### config.mk
export PLATFORM = sky130hd
export DESIGN_NAME = accumulator_shift_capture_flat
export DESIGN_NICKNAME = d
export VERILOG_FILES = /design/src/rtl/accumulator_shift_capture_if.sv /design/src/rtl/accumulator_shift_capture.sv /design/src/flat_wrapper.sv
export SDC_FILE = /design/constraint.sdc
export NUM_CORES = 1
export LEC_CHECK = 0
export ABC_AREA = 1
export CORE_UTILIZATION = 29
export DETAILED_ROUTE_END_ITERATION = 10
export PLACE_DENSITY = 0.56
export SLEW_MARGIN = 20
export SYNTH_ARGS = -nofsm -noshare
export SYNTH_HDL_FRONTEND = slang
export SYNTH_SLANG_ARGS = --single-unit
### constraint.sdc
create_clock -name clk -period 1.4 [get_ports clk]
set_input_delay 0.14 -clock clk [delete_from_list [all_inputs] [get_ports clk]]
set_output_delay 0.14 -clock clk [all_outputs]
set_load 0.05 [all_outputs]
### src/rtl/accumulator_shift_capture_if.sv
// Handshake/data bundle between the serial capture block and its consumer.
// The master side drives Start/Sin/Ack; the slave side (the receiver) returns the word and status.
interface accumulator_shift_capture_if #(
  parameter int WIDTH = 8
);
  logic             start;
  logic             sin;
  logic             ack;
  logic [WIDTH-1:0] dout;
  logic             valid;
  logic             busy;
  logic             overrun;

  modport master (
    output start, sin, ack,
    input  dout, valid, busy, overrun
  );

  modport slave (
    input  start, sin, ack,
    output dout, valid, busy, overrun
  );
endinterface

### src/rtl/accumulator_shift_capture.sv
// Serial-in, parallel-out receiver for the accumulator serial link.
// Captures WIDTH bits LSB first after Start and hands the word over with Valid/Ack.
module accumulator_shift_capture #(
  parameter int WIDTH = 8,
  parameter int CW    = $clog2(WIDTH + 1)
) (
  input logic                        clk,
  input logic                        rst_n,
  accumulator_shift_capture_if.slave bus
);

  typedef enum logic {
    IDLE,
    SHIFT
  } state_t;

  state_t           state;
  logic [CW-1:0]    count;
  // Bit 0 of a full-width shifter would only ever be shifted out, so just the upper WIDTH-1 bits are held.
  logic [WIDTH-2:0] shreg;
  logic [WIDTH-1:0] word;
  logic             last_bit;

  assign word     = {bus.sin, shreg};
  assign last_bit = (state == SHIFT) && (count == CW'(WIDTH - 1));

  always_ff @(posedge clk or negedge rst_n) begin
    if (!rst_n) begin
      state       <= IDLE;
      count       <= '0;
      shreg       <= '0;
      bus.dout    <= '0;
      bus.valid   <= 1'b0;
      bus.busy    <= 1'b0;
      bus.overrun <= 1'b0;
    end else begin
      // A word finishing on the Ack edge wins: the new word becomes the pending one.
      if (last_bit) begin
        bus.dout  <= word;
        bus.valid <= 1'b1;
        if (bus.valid && !bus.ack) begin
          bus.overrun <= 1'b1;
        end
      end else if (bus.ack) begin
        bus.valid <= 1'b0;
      end

      // Start always (re)opens a capture; on the completing edge the word above still lands.
      if (bus.start) begin
        state    <= SHIFT;
        count    <= '0;
        shreg    <= '0;
        bus.busy <= 1'b1;
      end else if (state == SHIFT) begin
        shreg <= word[WIDTH-1:1];
        if (last_bit) begin
          state    <= IDLE;
          count    <= '0;
          bus.busy <= 1'b0;
        end else begin
          count <= count + CW'(1);
        end
      end
    end
  end

endmodule

### src/flat_wrapper.sv
// flat-port wrapper written by rule: the top's interface ports become plain ports
module accumulator_shift_capture_flat 
#(
  parameter int WIDTH = 8,
  parameter int CW    = $clog2(WIDTH + 1)
)
  (clk, rst_n, bus_start, bus_sin, bus_ack, bus_dout, bus_valid, bus_busy, bus_overrun);
  accumulator_shift_capture_if #(.WIDTH(WIDTH)) bus_i ();
  input logic clk;
  input logic rst_n;
  input wire logic [$bits(bus_i.start)-1:0] bus_start;
  input wire logic [$bits(bus_i.sin)-1:0] bus_sin;
  input wire logic [$bits(bus_i.ack)-1:0] bus_ack;
  output wire logic [$bits(bus_i.dout)-1:0] bus_dout;
  output wire logic [$bits(bus_i.valid)-1:0] bus_valid;
  output wire logic [$bits(bus_i.busy)-1:0] bus_busy;
  output wire logic [$bits(bus_i.overrun)-1:0] bus_overrun;
  assign bus_i.start = bus_start;
  assign bus_i.sin = bus_sin;
  assign bus_i.ack = bus_ack;
  assign bus_dout = bus_i.dout;
  assign bus_valid = bus_i.valid;
  assign bus_busy = bus_i.busy;
  assign bus_overrun = bus_i.overrun;
  accumulator_shift_capture #(.WIDTH(WIDTH), .CW(CW)) u_core (.clk(clk), .rst_n(rst_n), .bus(bus_i));
endmodule
==> metrics.yaml <==
status: "finished clean"
synth_top_area_cell: "dfrtp_1"
grt.overflow.total: 0
globalplace.congestion: 0.829
h-tree-depth: 1
grt_pass1_vias: 606
setup_slack_ns: 0.117
viasPerCell: 4.18
first_pass_iters: 4
cts_buffer_depth: 2
antenna_cells: 0
netlist_area_um2: 938
fin_skew_ns: 0.00303
cts_buffers: 3
hold_violations: 0
rsz0062_at_grt: "false"
postCtsSetupBuffers: 0
hold_class: "in -> async"
ir_drop_mv: 0.672
rows: 20
gr-usage-all-layers_pct: 10.8
ios: 16
start_util_pct: 30.7
cts_tree: "built"
worst_setup_path_start_kind: "flip-flop"
utilization_pct: 39.5
final_nets: 115
fin_crit_sh_pct: 91.6
synth_flop_cell: "dfrtp_1"
critPathKind: "reg -> reg"
cp_data_arrival_time_ns: 1.49
synthTopCellsByArea: "dfrtp_1, o21ai_2, nand2_1"
antenna_found_initial: 0
power.density_mw_per_mm2: 971
wl_per_cell_um: 10.2
drv_cap: 0
drtAntennaViolNets: 0
async_reset_ff_share_pct: 100
dp_hpwl_um: 1090
area_growth_syn_to_layout_pct: 28.5
crit_path_end_kind: "flip-flop"
clock_latency_ns: 0.31
dr_total_vias: 636
post-synth-top-count-cell: "dfrtp_1"
worst_pin_slew_ns: 0.302
syn_avg_cell_area_um2: 10.7
portBuffers: 15
post_cts_resized: 0
synthTopCellsByCount: "dfrtp_1, nand2_1, inv_1"
r2r_slack_ns: 0.12
syn_inst: 88
dp_slack_ns: 0.143
grt_max_degree: 24
synth-seq-area-share_pct: 61.3
fmax_mhz: 780
clkSinkCount: 23
setup_viol: 0
fp.dieH_um: 58.9
core_area_mm2: 0.00305
drt_wl_total_um: 1550
drt_iter0_drc: 19
drc: 0
root_buffer: "clkbuf_4"
critical_path.max_fanout: 14
yosysWarningCount: 0
synth-seq-cells: 23
maxSlewHeadroom_pct: 79.9
synth_top_area_share_pct: 61.3
grt_pass1_wl_um: 2700
postCtsHoldBufs: 0
critPathRequiredTime_ns: 1.61
leakage_nw: 0.568
dieArea_mm2: 0.00347
synth_edf_count: 0
path_clk_slew_ns: 0.13
slew_viol_final: 0
die_w_um: 58.9
layout-drive-gt1-share_pct: 27.8
setup_tns_ns: 0
syn_nets: 94
ys_types: 17
period_needed_ns: 1.28
-- stage by stage --
| stage | power (mW) | cells | hold WS [ns] | instance area (um2) |
|---|---|---|---|---|
| after detailed placement | 0.883 | 148 | 0.471 | 1180 |
| after floorplan | 0.818 | 88 | -0.156 | 938 |
| after global placement | 0.880 | 148 | 0.469 | 1180 |
| after global routing | 1.24 | 152 | 0.170 | 1210 |
| final | 1.17 | 152 | 0.166 | 1210 |
| after CTS | 1.19 | 152 | 0.165 | 1210 |
-- cell families (layout without fill, tap and decap cells) --
| group | Yosys count | in the layout | synth area share, % |
|---|---|---|---|
| AOI/OAI and AO/OA | 21 | 21 | 17.1 |
| and+or+nand+nor | 27 | 27 | 11.7 |
| DFF | 23 | 23 | 61.3 |
| adders and majority gates | 1 | 1 | 1.33 |
| xor gates and xnor gates | 1 | 1 | 0.934 |
| buffers and inverters | 15 | 35 | 7.60 |
-- placed cells by master, fill, tap and decap left out --
cell	netlist	routed
xnor2_1	1	1
dfrtp_1	23	23
o21bai_1	1	1
nor2_2	1	1
a21oi_1	1	1
inv_1	12	12
nor2_1	5	5
buf_12	0	5
buf_4	0	9
nand2_1	17	17
nand3_1	3	3
o22ai_1	7	7
nand2_2	1	1
o21bai_4	1	1
ha_1	1	1
o21ai_0	3	3
clkdlybuf4s50_1	0	4
clkbuf_4	0	3
o21ai_2	8	8
clkinv_2	0	1
inv_2	1	1
-- worst paths after layout --
kind	depth (start not counted)	startpoint	end
hold reg to reg	2	u_core.bus.dout[7]$_DFFE_PN0P_	u_core.bus.dout[7]$_DFFE_PN0P_
max in group asynchronous	2	rst_n	u_core.bus.valid$_DFFE_PN0P_
min in group clk	3	bus_sin	u_core.bus.dout[7]$_DFFE_PN0P_
hold / removal	2	rst_n	u_core.bus.dout[5]$_DFFE_PN0P_
setup reg to reg	7	u_core.count[0]$_DFFE_PN0P_	u_core.count[0]$_DFFE_PN0P_
setup / recovery	7	u_core.count[0]$_DFFE_PN0P_	u_core.count[0]$_DFFE_PN0P_
-- power by group --
| part | switching [mW] | total [mW] | internal (mW) |
|---|---|---|---|
| Clock | 0.197 | 0.304 | 0.107 |
| Sequential | 0.0169 | 0.707 | 0.691 |
| Combinational | 0.105 | 0.160 | 0.0553 |
-- critical path, stage by stage (launching register included) --
cell and delay (ns):
dfrtp_1 0.43, ha_1 0.19, nand2_1 0.07, nor2_2 0.11
nand2_2 0.08, buf_12 0.16, nand2_1 0.08, nor2_1 0.05
-- layout make-up --
type	instances	area, um2
clock buffer	3	22.5
clock inverter	1	5.00
fill	315	1850
inverter	13	48.8
multi-input combinational	50	292
sequential	23	576
tap	44	55.1
timing repair buffer	18	208
-- sequential cells by signal (all words and copies together), names as in the netlist --
| name | count |
|---|---|
| u_core.bus.valid | 1 |
| u_core.bus.busy | 1 |
| u_core.count | 4 |
| u_core.bus.dout | 8 |
| u_core.bus.overrun | 1 |
| u_core.shreg | 7 |
| u_core.state | 1 |
-- routing by layer --
layer  GRT usage (%)  routed length, um  vias to the layer above
met1            13.8                776                      291
li1                -                  -                      326
met2            15.6                685                       14
met3            3.96                 55                        5
met4            6.12                 36                        0
met5               0                  0                        -
(Power assumes the default switching activity.)
